<file path="src/rtl/ooo_pkg.sv">
// Shared out-of-order core types used by the writeback path.
//   DATA_WIDTH / PREG_WIDTH / ROB_WIDTH : datapath widths
//   wb_req_t : one completed result {dest, data, rob}
//   wb_src_e : writeback source index, also the round-robin scan order
package ooo_pkg;

   localparam int unsigned DATA_WIDTH = 32;
   localparam int unsigned PREG_WIDTH = 7;
   localparam int unsigned ROB_WIDTH  = 5;
   localparam int unsigned NUM_SRC    = 3;

   typedef struct packed {
      logic [PREG_WIDTH-1:0] dest;
      logic [DATA_WIDTH-1:0] data;
      logic [ROB_WIDTH-1:0]  rob;
   } wb_req_t;

   typedef enum logic [1:0] {
      SRC_ALU = 2'd0,
      SRC_BR  = 2'd1,
      SRC_LSU = 2'd2
   } wb_src_e;

   // Successor in the ALU -> BR -> LSU -> ALU ring.
   function automatic wb_src_e next_src(input wb_src_e s);
      case (s)
         SRC_ALU: return SRC_BR;
         SRC_BR:  return SRC_LSU;
         default: return SRC_ALU;
      endcase
   endfunction

endpackage

</file>
<file path="src/rtl/wb_fifo.sv">
// Single-source result FIFO (circular buffer) in front of the writeback arbiter.
// Ports:
//   clk, reset        : clock, asynchronous active-high reset
//   flush             : synchronous clear; also drops a same-cycle push and pop
//   push_valid/ready  : producer handshake; ready depends on the count register only
//   push_data         : result to enqueue
//   pop               : dequeue the head (ignored when empty)
//   head              : oldest entry
//   count             : current occupancy
module wb_fifo
   import ooo_pkg::*;
#(
   parameter int unsigned DEPTH = 2,
   localparam int unsigned PTR_W = $clog2(DEPTH),
   localparam int unsigned CNT_W = $clog2(DEPTH + 1)
) (
   input  logic             clk,
   input  logic             reset,
   input  logic             flush,
   input  logic             push_valid,
   output logic             push_ready,
   input  wb_req_t          push_data,
   input  logic             pop,
   output wb_req_t          head,
   output logic [CNT_W-1:0] count
);

   wb_req_t          mem_q [DEPTH];
   logic [PTR_W-1:0] head_q;
   logic [PTR_W-1:0] tail_q;
   logic [CNT_W-1:0] count_q;
   logic             do_push;
   logic             do_pop;

   assign push_ready = (count_q < CNT_W'(DEPTH));
   assign do_push    = push_valid && push_ready && !flush;
   assign do_pop     = pop && (count_q != '0) && !flush;

   // DEPTH is a power of two, so pointer increments wrap on their own.
   always_ff @(posedge clk or posedge reset) begin
      if (reset) begin
         head_q  <= '0;
         tail_q  <= '0;
         count_q <= '0;
      end else if (flush) begin
         head_q  <= '0;
         tail_q  <= '0;
         count_q <= '0;
      end else begin
         if (do_push) tail_q <= tail_q + PTR_W'(1);
         if (do_pop)  head_q <= head_q + PTR_W'(1);
         case ({do_push, do_pop})
            2'b10:   count_q <= count_q + CNT_W'(1);
            2'b01:   count_q <= count_q - CNT_W'(1);
            default: count_q <= count_q;
         endcase
      end
   end

   // Payload storage needs no reset; validity is tracked by count_q.
   always_ff @(posedge clk) begin
      if (do_push) mem_q[tail_q] <= push_data;
   end

   assign head  = mem_q[head_q];
   assign count = count_q;

endmodule

</file>
<file path="src/rtl/writeback_arbiter.sv">
// Writeback arbiter: buffers results from ALU, branch-link and LSU in per-source FIFOs and
// retires up to two per cycle onto the PRF write ports, round-robin between sources.
// The registered write ports are also the CDB broadcast (ROB completion, IQ wakeup).
// Ports:
//   clk, reset                   : clock, asynchronous active-high reset
//   flush                        : synchronous mispredict flush (drops everything in flight)
//   {alu,br,lsu}_req_valid/ready : per-source push handshake
//   {alu,br,lsu}_req_dest/data/rob : per-source result payload
//   wb{0,1}_valid/dest/data/rob  : registered write ports; wb1 only used when wb0 is
module writeback_arbiter #(
   parameter int unsigned DATA_WIDTH = ooo_pkg::DATA_WIDTH,
   parameter int unsigned PREG_WIDTH = ooo_pkg::PREG_WIDTH,
   parameter int unsigned ROB_WIDTH  = ooo_pkg::ROB_WIDTH,
   parameter int unsigned FIFO_DEPTH = 2
) (
   input  logic                  clk,
   input  logic                  reset,
   input  logic                  flush,
   input  logic                  alu_req_valid,
   output logic                  alu_req_ready,
   input  logic [PREG_WIDTH-1:0] alu_req_dest,
   input  logic [DATA_WIDTH-1:0] alu_req_data,
   input  logic [ROB_WIDTH-1:0]  alu_req_rob,
   input  logic                  br_req_valid,
   output logic                  br_req_ready,
   input  logic [PREG_WIDTH-1:0] br_req_dest,
   input  logic [DATA_WIDTH-1:0] br_req_data,
   input  logic [ROB_WIDTH-1:0]  br_req_rob,
   input  logic                  lsu_req_valid,
   output logic                  lsu_req_ready,
   input  logic [PREG_WIDTH-1:0] lsu_req_dest,
   input  logic [DATA_WIDTH-1:0] lsu_req_data,
   input  logic [ROB_WIDTH-1:0]  lsu_req_rob,
   output logic                  wb0_valid,
   output logic [PREG_WIDTH-1:0] wb0_dest,
   output logic [DATA_WIDTH-1:0] wb0_data,
   output logic [ROB_WIDTH-1:0]  wb0_rob,
   output logic                  wb1_valid,
   output logic [PREG_WIDTH-1:0] wb1_dest,
   output logic [DATA_WIDTH-1:0] wb1_data,
   output logic [ROB_WIDTH-1:0]  wb1_rob
);

   // Width parameters must match the ooo_pkg constants that size wb_req_t.
   import ooo_pkg::*;

   localparam int unsigned CNT_W = $clog2(FIFO_DEPTH + 1);

   wb_req_t              push_data  [NUM_SRC];
   wb_req_t              head       [NUM_SRC];
   logic [CNT_W-1:0]     fifo_count [NUM_SRC];
   logic [NUM_SRC-1:0]   push_valid;
   logic [NUM_SRC-1:0]   push_ready;
   logic [NUM_SRC-1:0]   pop;
   logic [NUM_SRC-1:0]   eligible;

   wb_src_e rr_q, rr_d;
   wb_src_e src0, src1;
   logic    grant0, grant1;
   wb_req_t wb0_q, wb1_q;
   logic    wb0_valid_q, wb1_valid_q;

   assign push_valid = {lsu_req_valid, br_req_valid, alu_req_valid};
   assign push_data[SRC_ALU] = '{dest: alu_req_dest, data: alu_req_data, rob: alu_req_rob};
   assign push_data[SRC_BR]  = '{dest: br_req_dest,  data: br_req_data,  rob: br_req_rob};
   assign push_data[SRC_LSU] = '{dest: lsu_req_dest, data: lsu_req_data, rob: lsu_req_rob};

   assign alu_req_ready = push_ready[SRC_ALU];
   assign br_req_ready  = push_ready[SRC_BR];
   assign lsu_req_ready = push_ready[SRC_LSU];

   for (genvar i = 0; i < NUM_SRC; i++) begin : g_fifo
      wb_fifo #(
         .DEPTH (FIFO_DEPTH)
      ) u_fifo (
         .clk        (clk),
         .reset      (reset),
         .flush      (flush),
         .push_valid (push_valid[i]),
         .push_ready (push_ready[i]),
         .push_data  (push_data[i]),
         .pop        (pop[i]),
         .head       (head[i]),
         .count      (fifo_count[i])
      );
      assign eligible[i] = (fifo_count[i] != '0);
   end

   // Walk the ring from rr_q; first eligible source -> wb0, second -> wb1. Each source is
   // visited once, so it can win at most one port per cycle.
   always_comb begin
      wb_src_e idx;
      grant0 = 1'b0;
      grant1 = 1'b0;
      src0   = SRC_ALU;
      src1   = SRC_ALU;
      pop    = '0;
      rr_d   = rr_q;
      idx    = rr_q;
      for (int i = 0; i < NUM_SRC; i++) begin
         if (eligible[idx] && !flush) begin
            if (!grant0) begin
               grant0 = 1'b1;
               src0   = idx;
            end else if (!grant1) begin
               grant1 = 1'b1;
               src1   = idx;
            end
         end
         idx = next_src(idx);
      end
      if (grant0) pop[src0] = 1'b1;
      if (grant1) pop[src1] = 1'b1;
      if (grant1) begin
         rr_d = next_src(src1);
      end else if (grant0) begin
         rr_d = next_src(src0);
      end
   end

   // Payload regs hold on idle cycles; only valid drops.
   always_ff @(posedge clk or posedge reset) begin
      if (reset) begin
         rr_q        <= SRC_ALU;
         wb0_valid_q <= 1'b0;
         wb1_valid_q <= 1'b0;
         wb0_q       <= '0;
         wb1_q       <= '0;
      end else begin
         rr_q        <= rr_d;
         wb0_valid_q <= grant0;
         wb1_valid_q <= grant1;
         if (grant0) wb0_q <= head[src0];
         if (grant1) wb1_q <= head[src1];
      end
   end

   assign wb0_valid = wb0_valid_q;
   assign wb0_dest  = wb0_q.dest;
   assign wb0_data  = wb0_q.data;
   assign wb0_rob   = wb0_q.rob;
   assign wb1_valid = wb1_valid_q;
   assign wb1_dest  = wb1_q.dest;
   assign wb1_data  = wb1_q.data;
   assign wb1_rob   = wb1_q.rob;

endmodule

</file>
<file path="config.mk">
export PLATFORM = sky130hd
export DESIGN_NAME = writeback_arbiter
export DESIGN_NICKNAME = d
export VERILOG_FILES = /design/src/rtl/ooo_pkg.sv /design/src/rtl/wb_fifo.sv /design/src/rtl/writeback_arbiter.sv
export SDC_FILE = /design/constraint.sdc
export NUM_CORES = 1
export LEC_CHECK = 0
export BUFFER_PORTS_ARGS = -buffer_cell sky130_fd_sc_hd__buf_2
export CAP_MARGIN = 10
export CORE_UTILIZATION = 51
export DETAILED_ROUTE_END_ITERATION = 8
export GPL_TIMING_DRIVEN = 0
export PLACE_DENSITY = 0.79
export SKIP_CTS_REPAIR_TIMING = 1
export SYNTH_ARGS = -nofsm -noshare
export SYNTH_HDL_FRONTEND = slang
export SYNTH_HIERARCHICAL = 1
export SYNTH_SLANG_ARGS = --single-unit
</file>
<file path="constraint.sdc">
create_clock -name clk -period 4.3 [get_ports clk]
set_input_delay 0.43 -clock clk [delete_from_list [all_inputs] [get_ports clk]]
set_output_delay 0.43 -clock clk [all_outputs]
set_load 0.05 [all_outputs]
</file>
==> impl.org <==
** Floorplanning
- Number of I/O pins :: 231
- DIE HEIGHT :: 176 um
- Starting density of the core :: 51.9%
- The die covers 0.0308 sq mm.
- In this run the core area contains 63 standard-cell rows.
- The die is 176 um wide.
- In this run the standard cell core region covers 0.0296 sq mm.

** Placed design
- Detailed placement finished with a half-perimeter wire length of 29.5 mm.
- Total placed instance area :: 0.0174 sq mm
- Quantity of I/O buffers inserted on ports :: 230
- Routability cong. :: 0.879
- Timing analysis after detailed placement gives a worst setup slack of 1.26 ns.

** Global routing
- Entering global routing, the biggest net connects 50 pins.
- First-pass GRT wire length :: 62.7 mm
- GRT overflow :: 0
- The initial antenna violation count came to 15.
- Total track usage :: 27.8%
- The number of global-route vias before repair is 10,500.

** CTS
- Clock-pin slew was measured on the worst setup and hold paths at 0.06 ns.
- Clock tree from TritonCTS :: done
- CTS buffer count :: 37
- Count of clock tree sinks :: 368
- The H-tree was split into 2 levels.
- Clock network latency to the later pin of the worst-skew pair :: 0.52 ns
- Clock tree synthesis selected as its root buffer the cell clkbuf_16.
- Clock Path Buffers :: 3

** Final layout
- The post-route netlist has 39.9% of its cells at a drive strength greater than 1.
- The sequential cells in the finished layout cover a total of 0.0105 sq mm.
- Area of the multi-input gates :: 0.00438 sq mm
- Number of fillers in the final layout :: 2,176
- In the final design database the tool counted 1,364 nets.
- Relative to the synthesized area, the layout overhead comes to 21.6%.
- Design Area, Final :: 0.0187 sq mm

** Timing
- Total of endpoints with negative setup slack in the final report :: 0
- Between clock sinks in the finished design, the worst skew comes to 0.0144 ns.
- Slew at the pin closest to its max-slew limit :: 0.953 ns
- The max-slew violation count is 0.
- Final critical-path required period :: 3.11 ns
- Worst slew margin relative to its limit :: 36.4%
- Of the available clock period, the critical path in the final layout requires 72.3%.
- RSZ-0062 raised after global routing :: no
- Hold Fails Final Rpt :: 0
- Setup slack on the critical path of the routed design comes to 1.19 ns.
- Timing would allow up to 321 MHz.
- Setup total negative slack on the finished layout was measured at 0 ns.

** Run status
- Failing checks :: DRC
- Run status :: finished with violations

** Yosys
- For this run, asynchronously set or reset flops after synthesis account for 28.3%.
- In the post-synthesis netlist, the biggest area contributors are edfxtp_1 52%, dfrtp_1 17%, mux2_4 11%.
- Count of flip-flops with a built-in enable after synthesis :: 264
- Post-Syn Instances :: 931
- Register bit count reported by yosys :: 368
- Post-Syn Area :: 0.0154 sq mm
- Yosys top cell by area :: edfxtp_1
- Post-synthesis sequential area ratio :: 68.5%
- Syn avg cell area :: 16.5 sq um
- Yosys printed 6 warnings.
- In the synthesized netlist the dominant register cell turns out to be edfxtp_1.
- Counting distinct cell types in the post-synthesis netlist gives 52.
- Fraction of post-synthesis cell area in the top cell type by area :: 51.6%
- The number of nets in the synthesized netlist is 1,069.

** Pwr
- Cell Pwr Density :: 653 mW/mm^2
- The clock network burns 26.4% of the power.
- Register share of total power :: 38.8%
- After layout, the design draws a total of 12.2 mW.
- Of the total power, combinational logic draws 34.8%.
- Cell internal power was estimated by the tool at 7.59 mW.
- Max VDD drop :: 0.000391 V
- Switching pwr :: 4.63 mW
- Of the total power, the share spent switching nets is 37.9%.
- Leakage :: 7.39 nW

** Drt
- Total wire length :: 43.2 mm
- Once detail routing completed, the nets flagged for antenna violations numbered 0.
- First DRT Iteration DRCs :: 1,183
- DRC violations left :: 2
- Vias after detailed routing :: 10,100
- The pre-antenna-repair detailed-routing pass consisted of 9 iterations.
- Vias per cell :: 6.11
- Dividing the detail-routed wire length by the instance count gives 26.1 um.

** Hold path
- End point of the most critical hold path :: g_fifo[0].u_fifo/mem_q[0][42]
- In this run the worst hold path is classified as in -> reg.
- The worst hold path begins at alu_req_dest[5].
- Along the worst hold path, the cell count comes to 1.

** Setup path
- Worst reg2reg path depth :: 9
- STA classifies the critical path startpoint as a flop.
- Cells traversed along the worst timing path :: nor2_1 -> xor2_1 -> a31oi_1 -> nor3_2 -> clkbuf_1 -> or2_2 -> nand2_1 -> a21o_1 -> a21oi_1
- On the worst path, the slowest cell contributes a delay of 0.63 ns.
- For the worst setup path, the data arrival time is 3.54 ns.
- The critical path is of the reg -> reg type.
- In this run the critical register-to-register path is launched from g_fifo[2].u_fifo/count[1].
- Worst reg-to-reg setup slack :: 1.19 ns
- Along the worst path, the maximum fanout reaches 11.
- For the worst setup path, the data required time is 4.72 ns.
- The worst setup path is captured at a flop.
- R2R Path End :: g_fifo[0].u_fifo/count[0]
- For this design, the slowest cell found on the critical path is clkbuf_1.
- Buffers and inverters on the worst path :: 1
- Grouping stages by cell kind, the critical path spends the most delay in simple AND/OR/NAND/NOR gates.

** Flow run
- Across the run, the number of max-cap violations was 0.
[per-layer routing]
layer,GRT usage [%],vias up,share of wire (%)
met4,16.6,10,5.1
li1,-,4279,-
met3,6.43,160,9.2
met1,34.8,5055,38
met5,0,-,0.15
met2,44.3,616,48
[how the worst max path moves through the flow]
stage,start,endpoint,cells past startpoint
4_1_cts,g_fifo[2].u_fifo/count[1],g_fifo[0].u_fifo/count[0],9
3_3_place_gp,flush,g_fifo[0].u_fifo/mem_q[0][24],2
3_5_place_dp,flush,g_fifo[1].u_fifo/head_q,11
5_1_grt,g_fifo[2].u_fifo/count[1],g_fifo[0].u_fifo/count[0],9
2_1_floorplan,g_fifo[1].u_fifo/count[1],g_fifo[1].u_fifo/mem_q[0][0],2
6_report,g_fifo[2].u_fifo/count[1],g_fifo[0].u_fifo/count[0],9
[cell families (layout without fill, tap and decap cells)]
logic type      after synthesis  in the layout  share of synthesized area, %
fa+ha+maj                     1              1                        0.0732
other cells                   0             13                             0
simple gates                133            133                          4.04
flops                       368            368                          68.5
compound gates              218            218                          10.9
buf+inv                      68            389                          3.33
xor+xnor                      8              8                         0.456
mux                         135            135                          12.7
[metrics by stage]
stage / utilization, % / hold slack, ns / cells
floorplan: - / 0.196 / 931
global placement: 57.5 / 0.352 / 1551
detailed placement: 58.8 / 0.369 / 1576
CTS: 62.9 / -0.170 / 1641
global route: 63.1 / 0.0860 / 1652
finish: 63.1 / 0.101 / 1655
[power by group through the flow]
stage | logic, mW | clock network [mW] | registers (mW)
3_3_place_gp | 4.02 | 0 | 4.79
2_1_floorplan | 1.59 | 0 | 6.12
5_1_grt | 4.43 | 3.39 | 4.78
4_1_cts | 4.22 | 3.25 | 4.73
3_5_place_dp | 4.19 | 0 | 4.79
6_report | 4.25 | 3.23 | 4.74
[registers in the layout (all words and copies together), names as in the netlist]
signal,flops
g_fifo.u_fifo/tail_q,3
g_fifo.u_fifo/count,6
wb1_rob,5
g_fifo.u_fifo/mem_q,264
wb1_valid,1
wb0_data,32
rr_q,2
wb0_valid,1
wb1_data,32
wb0_rob,5
wb0_dest,7
wb1_dest,7
g_fifo.u_fifo/head_q,3
[final cells by class]
cell class | instances | area share, %
sequential | 368 | 56.3
multi-input combinational | 495 | 23.4
timing repair buffer | 256 | 8.18
clock buffer | 52 | 5.74
tap | 390 | 2.61
buffer | 57 | 2.52
clock inverter | 13 | 0.803
inverter | 11 | 0.234
antenna | 13 | 0.174
[synth_stat cells (6+ instances only)]
| cell | number |
|---|---|
| clkbuf_1 | 22 |
| buf_12 | 12 |
| mux2_2 | 15 |
| nor3_1 | 9 |
| edfxtp_1 | 264 |
| nor2b_1 | 6 |
| o21ai_0 | 11 |
| mux2_4 | 117 |
| nand2_1 | 47 |
| buf_2 | 16 |
| a21oi_1 | 48 |
| a221o_1 | 23 |
| xor2_1 | 7 |
| a22o_1 | 23 |
| inv_1 | 9 |
| dfrtp_1 | 104 |
| nor2_1 | 49 |
| a22oi_1 | 56 |
| a222oi_1 | 21 |
| a221oi_1 | 17 |
[placed cells by master (no fill, tap or decap), types with 4 or more instances in the layout]
cell type and n:
edfxtp_1 264, o21ai_0 11, buf_2 246, a222oi_1 21, nand2_1 47, nor3_2 5, a22o_1 23, dfrtp_1 104
buf_8 10, nor3_1 6, mux2_2 15, a21o_1 4, clkinv_1 4, a221oi_1 17, xor2_1 7, a21oi_1 48
inv_1 8, diode_2 13, a221o_1 23, clkbuf_16 37, clkbuf_8 9, clkinv_2 4, a22oi_1 56, mux2_4 117
clkbuf_1 28, buf_6 17, nor2b_1 6, buf_12 12, nor2_1 49
Note: power is estimated with default switching activity, not from simulation.
